### src/rtl/aes_bist_ctrl.sv
// aes_bist_ctrl: start-triggered BIST sequencer for iterative AES-128/256 cores.
// Vectors come from a synchronous ROM; each runs through a start/done handshake with a timeout.
module aes_bist_ctrl #(
    parameter int unsigned NUM_VEC = 8,
    parameter int unsigned ADDR_W  = 3,
    parameter int unsigned KEY_W   = 128,
    parameter int unsigned TIMEOUT = 200
) (
    input  logic              clk,
    input  logic              rst_n,
    input  logic              start,
    input  logic              sweep,
    input  logic [ADDR_W-1:0] sel,
    input  logic              mode,
    output logic [ADDR_W-1:0] vec_addr,
    input  logic [KEY_W-1:0]  vec_key,
    input  logic [127:0]      vec_pt,
    input  logic [127:0]      vec_ct,
    output logic              core_start,
    output logic              core_mode,
    output logic [KEY_W-1:0]  core_key,
    output logic [127:0]      core_din,
    input  logic              core_done,
    input  logic [127:0]      core_dout,
    output logic              busy,
    output logic [ADDR_W:0]   pass_cnt,
    output logic [ADDR_W:0]   fail_cnt,
    output logic              timeout_flag,
    output logic              led_success,
    output logic              led_fail
);

    localparam int unsigned CNT_W = ADDR_W + 1;
    localparam int unsigned TO_W  = $clog2(TIMEOUT + 1);
    localparam logic [TO_W-1:0]   TO_LAST  = TO_W'(TIMEOUT - 1);
    localparam logic [ADDR_W-1:0] IDX_LAST = ADDR_W'(NUM_VEC - 1);

    typedef enum logic [2:0] {
        IDLE,
        FETCH,
        LOAD,
        LAUNCH,
        WAIT,
        CHECK,
        NEXT,
        DONE
    } state_t;

    state_t state;
    state_t next_state;

    logic              start_d;
    logic              start_rise_c;
    logic              run_go_c;
    logic              sel_ok_c;
    logic              timed_out_c;
    logic              bad_sel;
    logic [ADDR_W-1:0] last_idx;
    logic [TO_W-1:0]   to_cnt;
    logic [127:0]      expected;
    logic [127:0]      result;

    // Out-of-range sel is only possible when the ROM does not fill the address space.
    if (NUM_VEC == (32'd1 << ADDR_W)) begin : g_sel_full
        assign sel_ok_c = 1'b1;
    end else begin : g_sel_part
        assign sel_ok_c = (32'(sel) < NUM_VEC);
    end

    assign start_rise_c = start & ~start_d;
    assign run_go_c     = start_rise_c & ((state == IDLE) | (state == DONE));
    assign timed_out_c  = (to_cnt == TO_LAST);

    // State register
    always_ff @(posedge clk or negedge rst_n) begin
        if (!rst_n) begin
            state <= IDLE;
        end else begin
            state <= next_state;
        end
    end

    // Next-state logic; done beats a timeout expiring in the same cycle
    always_comb begin
        next_state = state;
        case (state)
            IDLE, DONE: begin
                if (run_go_c) begin
                    next_state = (sweep | sel_ok_c) ? FETCH : DONE;
                end
            end
            FETCH:  next_state = LOAD;
            LOAD:   next_state = LAUNCH;
            LAUNCH: next_state = WAIT;
            WAIT: begin
                if (core_done) begin
                    next_state = CHECK;
                end else if (timed_out_c) begin
                    next_state = NEXT;
                end
            end
            CHECK:  next_state = NEXT;
            NEXT:   next_state = (vec_addr == last_idx) ? DONE : FETCH;
            default: next_state = IDLE;
        endcase
    end

    // Datapath, counters and latched verdicts; vec_addr doubles as the vector index
    always_ff @(posedge clk or negedge rst_n) begin
        if (!rst_n) begin
            start_d      <= 1'b1;
            vec_addr     <= '0;
            last_idx     <= '0;
            core_start   <= 1'b0;
            core_mode    <= 1'b0;
            core_key     <= '0;
            core_din     <= '0;
            expected     <= '0;
            result       <= '0;
            to_cnt       <= '0;
            busy         <= 1'b0;
            pass_cnt     <= '0;
            fail_cnt     <= '0;
            timeout_flag <= 1'b0;
            led_success  <= 1'b0;
            led_fail     <= 1'b0;
            bad_sel      <= 1'b0;
        end else begin
            start_d    <= start;
            core_start <= (next_state == LAUNCH);
            case (state)
                IDLE, DONE: begin
                    if (run_go_c) begin
                        core_mode    <= mode;
                        vec_addr     <= sweep ? '0 : sel;
                        last_idx     <= sweep ? IDX_LAST : sel;
                        pass_cnt     <= '0;
                        fail_cnt     <= '0;
                        timeout_flag <= 1'b0;
                        led_success  <= 1'b0;
                        led_fail     <= 1'b0;
                        bad_sel      <= ~(sweep | sel_ok_c);
                        busy         <= sweep | sel_ok_c;
                    end else if (state == DONE) begin
                        busy        <= 1'b0;
                        led_success <= (fail_cnt == '0) & ~bad_sel;
                        led_fail    <= (fail_cnt != '0) | bad_sel;
                    end
                end
                LOAD: begin
                    core_key <= vec_key;
                    core_din <= core_mode ? vec_ct : vec_pt;
                    expected <= core_mode ? vec_pt : vec_ct;
                end
                LAUNCH: begin
                    to_cnt <= '0;
                end
                WAIT: begin
                    if (core_done) begin
                        result <= core_dout;
                    end else if (timed_out_c) begin
                        fail_cnt     <= fail_cnt + CNT_W'(1);
                        timeout_flag <= 1'b1;
                    end else begin
                        to_cnt <= to_cnt + TO_W'(1);
                    end
                end
                CHECK: begin
                    if (result == expected) begin
                        pass_cnt <= pass_cnt + CNT_W'(1);
                    end else begin
                        fail_cnt <= fail_cnt + CNT_W'(1);
                    end
                end
                NEXT: begin
                    if (vec_addr != last_idx) begin
                        vec_addr <= vec_addr + ADDR_W'(1);
                    end
                end
                default: begin
                end
            endcase
        end
    end

endmodule

### config.mk
export PLATFORM = sky130hd
export DESIGN_NAME = aes_bist_ctrl
export DESIGN_NICKNAME = d
export VERILOG_FILES = /design/src/rtl/aes_bist_ctrl.sv
export SDC_FILE = /design/constraint.sdc
export NUM_CORES = 1
export LEC_CHECK = 0
export BUFFER_PORTS_ARGS = -buffer_cell sky130_fd_sc_hd__buf_2
export CAP_MARGIN = 20
export CORE_AREA = 5 5 307 309
export DETAILED_ROUTE_END_ITERATION = 8
export DIE_AREA = 0 0 312 314
export MAX_ROUTING_LAYER = met4
export SYNTH_ARGS = -nofsm -noshare
export SYNTH_HDL_FRONTEND = slang
export SYNTH_SLANG_ARGS = --single-unit
### constraint.sdc
create_clock -name clk -period 2.9 [get_ports clk]
set_input_delay 0.58 -clock clk [delete_from_list [all_inputs] [get_ports clk]]
set_output_delay 0.58 -clock clk [all_outputs]
set_load 0.005 [all_outputs]
* After elaboration in Yosys (flattened, before gate mapping)
Cells that the tools add are included.
** Word-level totals
- Register bits after elaboration :: 544
- Logic and storage cells :: 94
- Output and inout port bits :: 273
** Operators by class
- Equality and inequality tests :: 19
- Bitwise gates (word level) :: 4
- Add/sub/neg operators :: 4
- Reduce and logical (&&, ||, !) cells :: 18
- Muxes and demuxes :: 32
** Operators with widths (count)
- 128-bit 2-to-1 mux :: 2
- 128-bit == test :: 1
- 3-bit 2-to-1 mux :: 8
- 3-bit case mux with 7 select lines :: 1
- 4-bit 2-to-1 mux :: 5
- 8-bit 2-to-1 mux :: 2
- 8-bit case mux with 2 select lines :: 1
- 2-bit inequality test (second input constant) :: 7
- 3-bit == test (second input constant) :: 4
- 4-bit case mux with 3 select lines :: 1
- 2-bit nonzero test :: 5
- 3-bit by 2-bit == test with 1-bit output (second input constant) :: 3
- 1-bit 2-to-1 mux :: 9
- 3-bit AND reduction :: 3
- 4-bit by 1-bit adder with 4-bit output (second input constant) :: 2
- 8-bit by 1-bit adder with 8-bit output (second input constant) :: 1
- 8-bit == test (second input constant) :: 1
- 4-bit case mux with 2 select lines :: 1
- 3-bit case mux with 2 select lines :: 1
- 2-bit AND reduction :: 3
- 5-bit AND reduction :: 1
- 4-bit logical NOT :: 1
- 4-bit AND reduction :: 1
- 4-bit nonzero test :: 1
- other kinds (11) :: 12

* Logic depth before layout (Yosys ltp)
Gate-level depths: netlist of run 1.
- Word-level depth :: 6
- Gate-level depth with buffers :: 9
- Mapped depth without buffers :: 8

* Worst setup path after synthesis of run 1
No wires, ideal clock.
- Path kind :: register -> register
- Start point :: reg state[1]
- End point :: reg pass_cnt[3]
- Stages on the path, launching flop included :: 9
- Path buffers :: 1
- Setup slack :: 804 ps
- Data required time :: 2831 ps
- Clock period less this slack :: 2096 ps
- Arrival :: 2027 ps
- Path through :: dfrtp_1 > buf_6 > nand3b_4 > nor4_2 > nand3_1 > nor4_1 > nand3_1 > or4_1 > nand3_1
** Between the ends
- Cells in the longest elaborated chain, start to end :: 5
- Elaborated cells on any way between the ends :: 11
- Classes of those cells :: 4 x eq/ne; 1 x mux; 2 x bitwise; 4 x reduce/logical
** Ends and longest elaborated chain
- from (decl) :: line 49 : state_t state;
- from (signal assigned) :: line 79 : state <= next_state;
- 3-bit == test / 3-bit logical NOT (equally long branches) :: line 71, 131
- 1-bit OR :: line 71 : assign run_go_c = start_rise_c & ((state == IDLE) | (state == DONE));
- 1-bit AND :: line 71
- 2-bit inequality test (no line)
- 3-bit AND reduction (no line)
- to (signal assigned) :: line 170 : pass_cnt <= pass_cnt + CNT_W'(1);
- to (decl) :: line 26 : output logic [ADDR_W:0] pass_cnt,
Several ways; a longest one is shown, not always the timed one.
A chain may end at the register's enable or synchronous reset.

* Worst setup path in the final report of run 1
- Start point :: reg expected[111]
- End point :: reg pass_cnt[3]
** Between the ends
- Cells in the longest elaborated chain, start to end :: 3
** Ends and longest elaborated chain
- from (decl) :: line 60 : logic [127:0] expected;
- from (signal assigned) :: line 153 : expected <= core_mode ? vec_pt : vec_ct;
- 128-bit == test :: line 169 : if (result == expected) begin
- 2-bit inequality test (no line)
- 3-bit AND reduction (no line)
Every way passes these cells.

==> results_dict.tcl, run 1 <==
set metrics [dict create \
    timing.fmax_mhz 358 \
    regArea_um2 13600 \
    antenna_left 0 \
    synth_top_family_by_area "multiplexers" \
    synth_compound_area_frac 0.0673 \
    initial_utilization 0.264 \
    worst_setup_path_start_kind "register" \
    powerDensity_nw_per_um2 1160 \
    globalplace.congestion 0.885 \
    rows 111 \
    antenna_found_initial 53 \
    fin_nets 3380 \
    syn_nets 2543 \
    syn_to_final_growth_pct 35.3 \
    die_h_um 314 \
    insertion_delay_ns 0.61 \
    cts_setup_buffers 0 \
    htree_levels 3 \
    ys_async_sr_fraction 1.00 \
    grt_use_met2 0.312 \
    synth.cell_area_um2 24100 \
    crit_top_cell "nand3_1" \
    period_share 0.963 \
    ys_seq_area_frac 0.565 \
    path_cells "xor2_1 > nor4_1 > nand4_1 > nor2_1 > nand3_1 > or4_1 > nand3_1" \
    grt_pass1_vias 19491 \
    leakagePower_uw 0.0150 \
    outcome "finished clean" \
    grt_pass1_wl_um 132000 \
    cp_data_required_time_ns 3.45 \
    tns_ns 0 \
    synth_xor_xnor_area_share 0.0480 \
    ys_types 48 \
    min_path_type "in2reg" \
    synth_edf_count 0 \
    place.detailed.hpwl_um 75600 \
    tritoncts "yes" \
    clk_pin_slew_ns 0.06 \
    finalHoldViolations 0 \
    viasPerCell 4.55 \
    final_util 0.358 \
    drcViolationCount 0 \
    clk_path_buf_depth 3 \
    top_usage_layer "met2" \
    setup_viol 0 \
    grt_overflow 0 \
    synth_fa_ha_area_frac 0.00260 \
    avgSynthCellArea_um2 11.9 \
    synthFlopType "dfrtp_1" \
    maxCapViolCount 0 \
    max_stage_delay_ns 0.83 \
    arrival_ns 3.34 \
    path_class "reg2reg" \
    post_drt_wl_per_cell_um 22.7 \
    drive_gt1_frac 0.435 \
    crit_path_end_kind "register" \
    vias 18743 \
    grtUsageTotal 0.189 \
    io_pins 794 \
    met1_usage 0.231 \
    synth_mux_area_frac 0.227 \
    ys_ff_latch 544 \
    slew_violations 0 \
    grt_max_degree 98 \
    tightestPinTransition_ns 0.914 \
    slowest_stage "nor4_1" \
    cp_max_fo 7 \
    root_buffer "clkbuf_16" \
    core_area_um2 91100 \
    fp.dieW_um 312 \
    vdd_ir_drop_max_mv 0.711 \
    final_cell_mix "buf_2 (792), dfrtp_1 (542), nor2_1 (277)" \
    fin_crit_ns 2.79 \
    drt-pass1-iter-count 5 \
    fin_skew_ns 0.0285 \
    rsz0062_at_grt "no" \
    yosys.area_share.simple 0.0690 \
    final_common_cell "buf_2" \
    cts_buffers 67 \
    netlist_instances 2017 \
    yosys_warnings 0 \
    gr-usage-met3 0.0452 \
    cts.sinks 544 \
    multiInputGateArea_um2 9990 \
    port_buffers 793 \
    totalWireLength_um 93400 \
    dieArea_um2 98000 \
    power_uw 37700 \
    nFillCells 9135 \
    slew_headroom 0.385 \
    first_iter_violations 990 \
]
worst max-delay path, delay by kind of cell, from the launching register on:
family	cells	cell delay [ns]
XOR/XNOR	1	0.24
AND/OR/NAND/NOR	6	2.08
flip-flops	1	0.39
sequential cells by signal, summed over array words and instances (netlist names), 3 cells and up:
name / cells
vec_addr: 3
expected: 128
to_cnt: 8
result: 128
state: 3
core_din: 128
pass_cnt: 4
core_key: 128
last_idx: 3
fail_cnt: 4
layer usage:
metal	part of all wire	routed length, um	vias to the layer above
li1	-	-	8808
met1	0.42	39300	9167
met2	0.49	45500	641
met3	0.063	5890	127
met4	0.028	2650	0
met5	0	0	-
synth_stat cells (4+ instances only):
| cell | number | share of area |
|---|---|---|
| dfrtp_1 | 543 | 0.56 |
| inv_1 | 10 | 0.0016 |
| nand2_1 | 18 | 0.0028 |
| nor2_1 | 278 | 0.043 |
| nand3_1 | 13 | 0.0027 |
| o21ai_0 | 15 | 0.0031 |
| nand4_1 | 12 | 0.0031 |
| nor3_1 | 5 | 0.0010 |
| a21oi_1 | 273 | 0.057 |
| xor2_1 | 128 | 0.047 |
| mux2_2 | 257 | 0.12 |
| mux2i_1 | 257 | 0.11 |
| and3_1 | 6 | 0.0016 |
| ha_1 | 5 | 0.0026 |
| buf_1 | 19 | 0.0030 |
| nor4_1 | 32 | 0.0083 |
| clkbuf_1 | 100 | 0.016 |
| xnor2_1 | 4 | 0.0015 |
repair_timing:
| item | in CTS | in global routing |
|---|---|---|
| setup endpoints to repair | 0 | 2 |
| gates resized for setup | 0 | 1 |
| hold buffers | 1 | 0 |
| hold endpoints to repair | 37 | 0 |
per-stage QoR:
step	hold slack (ns)	cells	setup slack [ns]	area [um^2]
finish	0.0904	4115	0.109	32600
detailed placement	0.489	3970	0.128	30200
global placement	0.485	3970	0.132	30200
global route	0.0546	4112	0.0480	32600
floorplan	0.284	2017	0.804	24100
CTS	0.0278	4093	0.112	32500
cell families (layout without fill, tap and decap cells):
kind of cell	after synthesis	count (layout)
xor+xnor	132	132
compound gates	309	309
flops	544	544
buf+inv	131	1021
simple gates	382	382
other cells	0	22
fa+ha+maj	5	5
mux	514	514
final cells by class:
cell class | instances | share of cell area
flip-flops and latches | 544 | 0.418
well taps | 1186 | 0.0456
clock inverters | 21 | 0.00845
inverters | 10 | 0.00115
diodes | 22 | 0.00169
multi-input cells | 1342 | 0.307
clock buffers | 101 | 0.0631
repair buffers | 889 | 0.155
where the power goes:
part | switching (uW) | leakage, uW | internal, uW
registers | 2280 | 0.00620 | 11300
logic | 8250 | 0.00769 | 7130
clock network | 3410 | 0.00116 | 5370
total | 13900 | 0.0150 | 23800
path summary, 6_finish.rpt:
check | start | endpoint | slack, ns | cells past startpoint
min in group asynchronous | rst_n | core_din[59] | 0.50 | 2
max in group asynchronous | rst_n | expected[63] | 1.53 | 3
hold / removal | start | start_d | 0.09 | 1
hold reg to reg | core_key[107] | core_key[107] | 0.50 | 1
setup / recovery | expected[111] | pass_cnt[3] | 0.11 | 7
setup reg to reg | expected[111] | pass_cnt[3] | 0.11 | 7
(Power assumes the default switching activity.)
==> inputs of run 2 (changes only) <==
--- a/config.mk
+++ b/config.mk
@@ -5,11 +5,12 @@
 export SDC_FILE = /design/constraint.sdc
 export NUM_CORES = 1
 export LEC_CHECK = 0
+export ABC_AREA = 1
 export BUFFER_PORTS_ARGS = -buffer_cell sky130_fd_sc_hd__buf_2
 export CAP_MARGIN = 20
-export CORE_AREA = 5 5 307 309
+export CORE_AREA = 5 5 303 305
 export DETAILED_ROUTE_END_ITERATION = 8
-export DIE_AREA = 0 0 312 314
+export DIE_AREA = 0 0 308 310
 export MAX_ROUTING_LAYER = met4
 export SYNTH_ARGS = -nofsm -noshare
 export SYNTH_HDL_FRONTEND = slang
==> run 2 against run 1 <==
Against the previous run:
- wire length fell by 14%
- via count rose by 10%
- highest routed layer unchanged
- global-route usage fell by 2.3 points
- critical path type unchanged
- synthesized area rose by 4.9%
- largest power group unchanged
- largest cell class unchanged
==> results_dict.tcl, run 2 <==
set metrics [dict create \
    outcome "finished clean" \
    die_h_um 310 \
    antenna_found_initial 22 \
    slew_violations 0 \
    core_area_um2 89000 \
    grtUsageTotal 0.165 \
    path_class "reg2reg" \
    vdd_ir_drop_max_mv 0.683 \
    fin_area_um2 32900 \
    avgSynthCellArea_um2 9.44 \
    slew_headroom 0.600 \
    place.detailed.hpwl_um 62100 \
    first_iter_violations 1262 \
    worstHoldStart "start" \
    timing.fmax_mhz 404 \
    cts_buffers 61 \
    tritoncts "yes" \
    syn_to_final_growth_pct 30.3 \
    whs_path_depth 1 \
    rsz0062_at_grt "no" \
    hold_end "start_d" \
    crit_path_end_kind "register" \
    maxCapViolCount 0 \
    rr_worst_depth 12 \
    stdcell_count 4701 \
    placed_area_um2 30700 \
    grt_overflow 0 \
    grt_pass1_vias 21096 \
    ys_ff_latch 544 \
    yosys_warnings 0 \
    synthFlopType "dfrtp_1" \
    dp.cells 4568 \
    clk_pin_slew_ns 0.06 \
    antenna_left 0 \
    tns_ns 0 \
    regToRegEndpoint "pass_cnt[0]" \
    io_pins 794 \
    clk_path_buf_depth 3 \
    rrSetupSlack_ns 0.43 \
    root_buffer "clkbuf_16" \
    cp_max_fo 5 \
    ys_types 36 \
    viasPerCell 4.40 \
    synth_area_leader_cell "dfrtp_1" \
    finalHoldViolations 0 \
    post_drt_wl_per_cell_um 17.1 \
    fin_crit_ns 2.47 \
    initial_utilization 0.284 \
    r2r-start "expected[84]" \
    tightestPinTransition_ns 0.600 \
    drcViolationCount 0 \
    syn_nets 3204 \
    leakagePower_uw 0.0158 \
    grt_max_degree 92 \
    period_share 0.853 \
    cts.sinks 544 \
    cp_data_required_time_ns 3.41 \
    worst_setup_path_start_kind "register" \
    min_path_type "in2reg" \
    setup_viol 0 \
    vias 20698 \
    netlist_instances 2678 \
    powerDensity_nw_per_um2 1090 \
    drt-pass1-iter-count 5 \
    drive_gt1_frac 0.350 \
    fin_nets 3982 \
    fin_skew_ns 0.0208 \
    synth_area_leaders "dfrtp_1 (54%), nand2_1 (13%), mux2_2 (11%), o21ai_0 (5.9%), o21a_1 (3.8%)" \
    grt_pass1_wl_um 121000 \
    htree_levels 2 \
    synth_edf_count 0 \
    dieArea_um2 95500 \
    yosysMostFrequentCell "nand2_1" \
    insertion_delay_ns 0.63 \
    ys_async_sr_fraction 1.00 \
    rows 110 \
    synth_top_area_share 0.538 \
    totalWireLength_um 80300 \
    ys_top_cells_by_count "nand2_1 (882), dfrtp_1 (543), o21ai_0 (297), mux2_2 (242), inv_1 (179)" \
    final_common_cell "nand2_1" \
    port_buffers 793 \
    synth.cell_area_um2 25300 \
    cts_setup_buffers 0 \
    globalplace.congestion 0.834 \
    timing.hold.ws_ns 0.0670 \
    ys_seq_area_frac 0.539 \
    arrival_ns 2.98 \
    final_cell_mix "nand2_1 (882), buf_2 (792), dfrtp_1 (542)" \
    fp.dieW_um 308 \
]
==> run 2: kinds of logic (layout without fill, tap and decap cells) <==
| group | after synthesis | in the layout | synth area share |
|---|---|---|---|
| buffers and inverters | 326 | 1156 | 0.0544 |
| other | 0 | 17 | 0 |
| XOR/XNOR | 120 | 120 | 0.0416 |
| multiplexers | 242 | 242 | 0.108 |
| AND/OR/NAND/NOR | 994 | 994 | 0.153 |
| adder cells (fa/ha/maj) | 5 | 5 | 0.00248 |
| flip-flops | 544 | 544 | 0.539 |
| AO/OA/AOI/OAI | 447 | 447 | 0.102 |
==> run 2: critical path, stage by stage (launching register included) <==
cell	delay, ns
dfrtp_1	0.39
xnor2_1	0.16
nand2_1	0.07
nor2_1	0.25
nand2_1	0.18
nor2_1	0.31
nand2_1	0.18
nor2_1	0.18
nand3_1	0.24
nand2_2	0.20
nand2_2	0.09
nand2_1	0.07
nand2_1	0.05
==> run 2: worst max path at each step <==
| stage | from | to | slack (ns) |
|---|---|---|---|
| CTS | state[2] | pass_cnt[0] | 0.03 |
| finish | expected[84] | pass_cnt[0] | 0.43 |
| floorplan | state[1] | core_key[12] | 1.28 |
| global placement | state[2] | pass_cnt[3] | 0.05 |
| detailed placement | state[2] | pass_cnt[0] | 0.06 |
| global route | state[2] | fail_cnt[3] | 0.13 |
==> run 2: layer usage <==
metal	wire, um	up-vias	GRT usage
li1	-	10204	-
met5	0	-	-
met1	33500	9830	0.200
met3	5250	90	0.0405
met4	1520	0	0.0360
met2	40000	574	0.283
==> run 2: what timing repair did <==
action                                  CTS  global route
endpoints found under the hold margin    34             0
resized for setup                         0             1
endpoints found under the setup margin    0             8
hold buffers                              1             0
==> run 2: where the power goes <==
group          total [uW]  internal [uW]  switching [uW]
clock                8140           4820            3320
combinational       14300           7110            7160
sequential          13600          11300            2260
total               36000          23200           12700
==> run 2: stage by stage <==
stage / utilization / total power (uW) / setup slack, ns
floorplan: - / 22800 / 1.28
global placement: 0.345 / 27900 / 0.0458
detailed placement: 0.345 / 28200 / 0.0647
CTS: 0.369 / 36500 / 0.0281
global route: 0.370 / 38700 / 0.134
finish: 0.370 / 36000 / 0.426
==> run 2: layout make-up <==
type / count / area, um^2
flip-flops and latches: 544 / 13600
well taps: 1176 / 1470
repair buffers: 857 / 4670
multi-input cells: 1808 / 10300
inverters: 184 / 694
fillers: 9101 / 56100
diodes: 17 / 42.5
clock buffers: 86 / 1780
clock inverters: 29 / 342
